### config.mk
export PLATFORM = sky130hd
export DESIGN_NAME = bus_copy_master
export DESIGN_NICKNAME = d
export VERILOG_FILES = /design/src/rtl/bus_copy_master_pkg.sv /design/src/rtl/bus_copy_master.sv
export SDC_FILE = /design/constraint.sdc
export NUM_CORES = 1
export LEC_CHECK = 0
export BUFFER_PORTS_ARGS = -buffer_cell sky130_fd_sc_hd__buf_2
export CAP_MARGIN = 20
export CORE_MARGIN = 3
export CORE_UTILIZATION = 40
export DETAILED_ROUTE_END_ITERATION = 10
export GPL_TIMING_DRIVEN = 0
export PLACE_DENSITY = 0.61
export SYNTH_ARGS = -nofsm -noshare
export SYNTH_HDL_FRONTEND = slang
export SYNTH_SLANG_ARGS = --single-unit
### constraint.sdc
create_clock -name clk_i -period 5.9 [get_ports clk_i]
set_input_delay 0.885 -clock clk_i [delete_from_list [all_inputs] [get_ports clk_i]]
set_output_delay 0.885 -clock clk_i [all_outputs]
set_load 0.02 [all_outputs]
### src/rtl/bus_copy_master_pkg.sv
// Shared types and constants for the bus copy/fill master.
package bus_copy_master_pkg;

  typedef enum logic [2:0] {
    ST_IDLE,
    ST_RD,
    ST_CAP,
    ST_WR,
    ST_FIN
  } state_e;

  localparam logic [3:0]  BE_FULL    = 4'hF;
  localparam logic [31:0] WORD_BYTES = 32'd4;

endpackage

### src/rtl/bus_copy_master.sv
// Bus initiator that copies a block of words (read/capture/write per word)
// or fills a range with a constant pattern (one write per cycle).
module bus_copy_master
  import bus_copy_master_pkg::*;
#(
  parameter int unsigned LEN_W = 16
) (
  input  logic             clk_i,
  input  logic             rst_i,
  input  logic             cmd_start,
  input  logic             cmd_fill,
  input  logic [31:0]      cmd_src,
  input  logic [31:0]      cmd_dst,
  input  logic [LEN_W-1:0] cmd_len,
  input  logic [31:0]      cmd_pattern,
  input  logic             cmd_abort,
  output logic             busy,
  output logic             done,
  output logic             bus_req,
  output logic             bus_we,
  output logic [31:0]      bus_addr,
  output logic [31:0]      bus_wdata,
  output logic [3:0]       bus_be,
  input  logic [31:0]      bus_rdata
);

  localparam logic [LEN_W-1:0] LEN_ONE = LEN_W'(1);

  state_e           state_q, state_d;
  logic [31:0]      src_q, src_d;
  logic [31:0]      dst_q, dst_d;
  logic [LEN_W-1:0] rem_q, rem_d;
  logic             fill_q, fill_d;
  logic [31:0]      pat_q, pat_d;
  logic [31:0]      data_q, data_d;
  logic             busy_q, busy_d;
  logic             done_q, done_d;
  logic             req_q, req_d;
  logic             we_q, we_d;
  logic [31:0]      addr_q, addr_d;
  logic [31:0]      wdata_q, wdata_d;

  assign busy      = busy_q;
  assign done      = done_q;
  assign bus_req   = req_q;
  assign bus_we    = we_q;
  assign bus_addr  = addr_q;
  assign bus_wdata = wdata_q;
  assign bus_be    = BE_FULL;

  // Next-state, datapath updates and registered-output decode.
  // Bus outputs are derived from the next state so they are valid in the
  // same cycle the FSM occupies RD/WR, keeping read data aligned with CAP.
  always_comb begin
    state_d = state_q;
    src_d   = src_q;
    dst_d   = dst_q;
    rem_d   = rem_q;
    fill_d  = fill_q;
    pat_d   = pat_q;
    data_d  = data_q;

    unique case (state_q)
      ST_IDLE: begin
        if (cmd_start) begin
          src_d  = cmd_src & ~32'd3;
          dst_d  = cmd_dst & ~32'd3;
          rem_d  = cmd_len;
          fill_d = cmd_fill;
          pat_d  = cmd_pattern;
          if (cmd_len == '0)  state_d = ST_FIN;
          else if (cmd_fill)  state_d = ST_WR;
          else                state_d = ST_RD;
        end
      end
      ST_RD: begin
        state_d = cmd_abort ? ST_FIN : ST_CAP;
      end
      ST_CAP: begin
        if (cmd_abort) begin
          state_d = ST_FIN;
        end else begin
          data_d  = bus_rdata;
          state_d = ST_WR;
        end
      end
      ST_WR: begin
        dst_d = dst_q + WORD_BYTES;
        src_d = src_q + WORD_BYTES;
        rem_d = rem_q - LEN_ONE;
        if (cmd_abort || rem_q == LEN_ONE) state_d = ST_FIN;
        else if (fill_q)                   state_d = ST_WR;
        else                               state_d = ST_RD;
      end
      ST_FIN: begin
        state_d = ST_IDLE;
      end
      default: begin
        state_d = ST_IDLE;
      end
    endcase

    req_d   = (state_d == ST_RD) || (state_d == ST_WR);
    we_d    = (state_d == ST_WR);
    busy_d  = (state_d == ST_RD) || (state_d == ST_CAP) || (state_d == ST_WR);
    done_d  = (state_d == ST_FIN);
    addr_d  = addr_q;
    wdata_d = wdata_q;
    if (state_d == ST_RD) begin
      addr_d = src_d;
    end else if (state_d == ST_WR) begin
      addr_d  = dst_d;
      wdata_d = fill_d ? pat_d : data_d;
    end
  end

  // State, datapath and output registers.
  always_ff @(posedge clk_i or negedge rst_i) begin
    if (!rst_i) begin
      state_q <= ST_IDLE;
      src_q   <= '0;
      dst_q   <= '0;
      rem_q   <= '0;
      fill_q  <= 1'b0;
      pat_q   <= '0;
      data_q  <= '0;
      busy_q  <= 1'b0;
      done_q  <= 1'b0;
      req_q   <= 1'b0;
      we_q    <= 1'b0;
      addr_q  <= '0;
      wdata_q <= '0;
    end else begin
      state_q <= state_d;
      src_q   <= src_d;
      dst_q   <= dst_d;
      rem_q   <= rem_d;
      fill_q  <= fill_d;
      pat_q   <= pat_d;
      data_q  <= data_d;
      busy_q  <= busy_d;
      done_q  <= done_d;
      req_q   <= req_d;
      we_q    <= we_d;
      addr_q  <= addr_d;
      wdata_q <= wdata_d;
    end
  end

endmodule

==> out/qor.txt <==
CLOCK NETWORK
--------------------------------------------------------------------------------------
Number of buffers created by CTS                                                    25
# Post-CTS Setup Buffers                                                             0
CTS tree                                                                           yes
Number of hold buffers added after CTS                                               0
Clock Sink Count                                                                   216
Clock slew at reported path FFs                                                  60 ps
Maximum clock insertion buffer count                                                 3
Number of cells upsized or downsized after cts                                       0
Source-to-sink clock delay at the later pin of the worst-skew pair              540 ps
Max H-tree Level                                                                     1
Library cell used as clock root buffer                                    sky130_fd_sc_hd__clkbuf_16

POWER
--------------------------------------------------------------------------------------
Peak supply drop                                                             0.2362 mV
Total power after layout                                                      7.378 mW
Static Leak                                                                   6.004 nW
Ratio of total power to cell area                                         564.3 nW/um^2

FLOORPLAN
--------------------------------------------------------------------------------------
Core region area                                                           26,280 um^2
Die area                                                                   28,960 um^2
Width of the chip                                                             170.2 um
Effective utilization at floorplan                                              41.03%
DIE HEIGHT                                                                    170.2 um
I/O pin count                                                                      221
Number of rows created at floorplan                                                 59

YOSYS
--------------------------------------------------------------------------------------
Synth Area in Compound Gates                                                    15.79%
Leading post-synthesis cells by cell area                                 sky130_fd_sc_hd__dfrtp_1, sky130_fd_sc_hd__nand2_1, sky130_fd_sc_hd__mux2i_1
EDFF count, synth                                                                    0
Most instantiated flip-flop cell in the synthesis netlist                 sky130_fd_sc_hd__dfrtp_1
Largest family of logic cells by synthesized area                         simple AND/OR/NAND/NOR gates
Cell type with the highest aggregate area in the netlist                  sky130_fd_sc_hd__dfrtp_1
Proportion of synthesized area in mux cells                                     8.366%
Average footprint of a synthesized cell                                     9.785 um^2
Mapped Cells                                                                     1,102
Yosys cell types                                                                    75
Most frequent cells after synthesis                                       sky130_fd_sc_hd__dfrtp_1, sky130_fd_sc_hd__nand2_1, sky130_fd_sc_hd__o21ai_0
Library cell with the highest instance count after synthesis              sky130_fd_sc_hd__dfrtp_1
Flip-flop and latch count after synthesis                                          216
Area share of the largest cell type after synthesis                             50.13%
Synthesized area                                                           10,780 um^2
Count of synthesis-stage warnings from yosys                                         0
Fraction of the mapped netlist area in simple logic gates                       21.05%
Sequential share of the synthesized area                                        50.13%
Adder and majority cell fraction of the synthesized area                       0.4641%
XOR/XNOR share of the synthesized area                                         0.3249%
Synth async-reset ratio                                                         100.0%

PLACED DESIGN
--------------------------------------------------------------------------------------
DP Wirelength                                                                 25.82 mm
Count of buffers inserted at the top-level ports                                   212
Gp weighted congestion                                                          0.9203

TIMING
--------------------------------------------------------------------------------------
Hold violation total from the final report                                           0
Setup clock skew after layout                                                 14.02 ps
Setup-failing EPs final                                                              0
Fmax                                                                        0.3345 GHz
Number of max-slew violations in the final report                                    0
Min Clock Period, post-route                                                   2990 ps
Worst-Margin Slew                                                              1114 ps
Relative slew slack                                                             25.04%
Unrepaired setup endpoints after global routing                                  false
Fin crit share                                                                  50.67%

DETAILED ROUTING
--------------------------------------------------------------------------------------
Sum of routed wire length over all layers                                     36.45 mm
DR WL/cell                                                                    21.44 um
Routed metal-1 wire length                                                    16.37 mm
Number of vias per cell                                                          5.809
Highest layer used for signal routing                                             met5
Violation count after the first detailed-routing iteration                         882
Vias after detailed routing                                                      9,875
Total met3 wirelength after detailed routing                                  3.138 mm
Met2 Wirelength                                                               15.81 mm
Residual DRC                                                                         0
Remaining antenna violation count after routing                                      0
Drt pass-1 iters                                                                     7

CELLS AND AREA
--------------------------------------------------------------------------------------
Area added between synthesis and finish                                         21.26%
NumNets Final                                                                    1,498
Utilization after layout                                                        49.75%
Fraction of final layout cells with drive strength greater than 1               25.72%

CRITICAL PATH
--------------------------------------------------------------------------------------
Startpoint kind of the worst setup timing path                                register
Worst path max stage delay                                                      690 ps
Library cell contributing the largest single delay on the critical path   sky130_fd_sc_hd__clkbuf_1
Worst-path maximum fanout                                                           10
Worst Setup End Kind                                                          register
Critical path arrival                                                          3410 ps
Number of buffer and inverter stages on the critical path                            2
Top cell family by delay on the critical path                             buffers and inverters
CP Data Required Time                                                          6320 ps
Crit-path most repeated cell                                              sky130_fd_sc_hd__clkbuf_1
Type of the worst setup path                                              register to register
Cell-by-cell listing of the critical path                                 nand3b_1, clkbuf_1, clkbuf_1, a21oi_1, o21ai_0, o2111ai_1, a22o_1

GLOBAL ROUTING
--------------------------------------------------------------------------------------
Pin count of the biggest net entering global routing                               116
Initial antenna violation count                                                      5
Wire length of the first global-routing pass                                  55.47 mm
Global routing usage summed across all routing layers                           24.58%
Vias in the first global route                                                   9,615
Total congestion overflow                                                            0

RUN STATUS
--------------------------------------------------------------------------------------
Outcome                                                                   finished clean

JOB
--------------------------------------------------------------------------------------
Number of maximum-capacitance violations                                             0

HOLD PATH
--------------------------------------------------------------------------------------
Hold WC Path Type                                                         primary input to async pin

## cells in the final DEF (no fill, tap or decap), types with 28 or more instances in the layout
cell / n
sky130_fd_sc_hd__mux2i_1: 53
sky130_fd_sc_hd__o21ai_0: 96
sky130_fd_sc_hd__dfrtp_1: 216
sky130_fd_sc_hd__nor2_1: 50
sky130_fd_sc_hd__buf_2: 236
sky130_fd_sc_hd__nand2_1: 196
sky130_fd_sc_hd__clkbuf_1: 39
sky130_fd_sc_hd__mux2_2: 33
sky130_fd_sc_hd__a21oi_1: 28
sky130_fd_sc_hd__nand3_1: 56
## worst register-to-register path, cell delays in order (launching register included)
cell and delay (ps):
sky130_fd_sc_hd__dfrtp_1 510, sky130_fd_sc_hd__nand3b_1 400, sky130_fd_sc_hd__clkbuf_1 590, sky130_fd_sc_hd__clkbuf_1 690, sky130_fd_sc_hd__a21oi_1 70, sky130_fd_sc_hd__o21ai_0 250
sky130_fd_sc_hd__o2111ai_1 160, sky130_fd_sc_hd__a22o_1 210
## metal layers
layer	vias to the layer above	track usage, %
met5	-	0
met4	2	8.254
met3	66	4.344
met2	455	37.06
met1	4794	35.93
li1	4558	-
## layout make-up
| class | count | area (um^2) |
|---|---|---|
| clock inverters | 9 | 63.81 |
| clock buffers | 34 | 689.4 |
| multi-input cells | 801 | 4975 |
| fillers | 2540 | 13210 |
| well taps | 335 | 419.2 |
| flip-flops and latches | 216 | 5405 |
| diodes | 4 | 10.01 |
| repair buffers | 213 | 1099 |
| plain buffers | 76 | 369.1 |
| inverters | 12 | 45.04 |
## per-stage QoR
step | TNS, ps | cell area (um^2) | setup WS [ps] | hold WS [ps] | cells
after CTS | 0 | 13070 | 2994 | 420.5 | 1696
after floorplan | 0 | 10790 | 3435 | 440.1 | 1105
final | 0 | 13080 | 2910 | 378.9 | 1700
after detailed placement | 0 | 12310 | 2675 | 456.6 | 1653
after global routing | 0 | 13080 | 2871 | 434.9 | 1700
after global placement | -2296 | 12270 | -27.72 | 453.6 | 1652
## state kept, by name, summed over array words and instances (netlist names)
name / cells
bus_addr: 32
bus_req: 1
bus_wdata: 32
bus_we: 1
busy: 1
data_q: 32
done: 1
dst_q: 32
fill_q: 1
pat_q: 32
rem_q: 16
src_q: 32
state_q: 3
## logic make-up after synthesis
family / count (synthesis)
AOI/OAI and AO/OA: 256
xor gates and xnor gates: 4
adders and majority gates: 4
buffers and inverters: 88
DFF: 216
muxes: 86
other: 1
and+or+nand+nor: 447
## report_power, final
part / internal, mW / switching, mW
clock network: 0.820 / 0.635
logic: 1.17 / 2.08
registers: 2.17 / 0.496
total: 4.16 / 3.22
## final timing paths
kind,slack (ps),endpoint,startpoint,cells past startpoint
max in group asynchronous,4410,pat_q[8],rst_i,2
hold / removal,380,bus_addr[2],rst_i,1
setup / recovery,2910,bus_addr[25],state_q[2],7
min in group clk_i,470,pat_q[0],pat_q[0],2
hold reg to reg,470,pat_q[0],pat_q[0],2
setup reg to reg,2910,bus_addr[25],state_q[2],7
No activity file was read; power rests on OpenSTA's default activity.
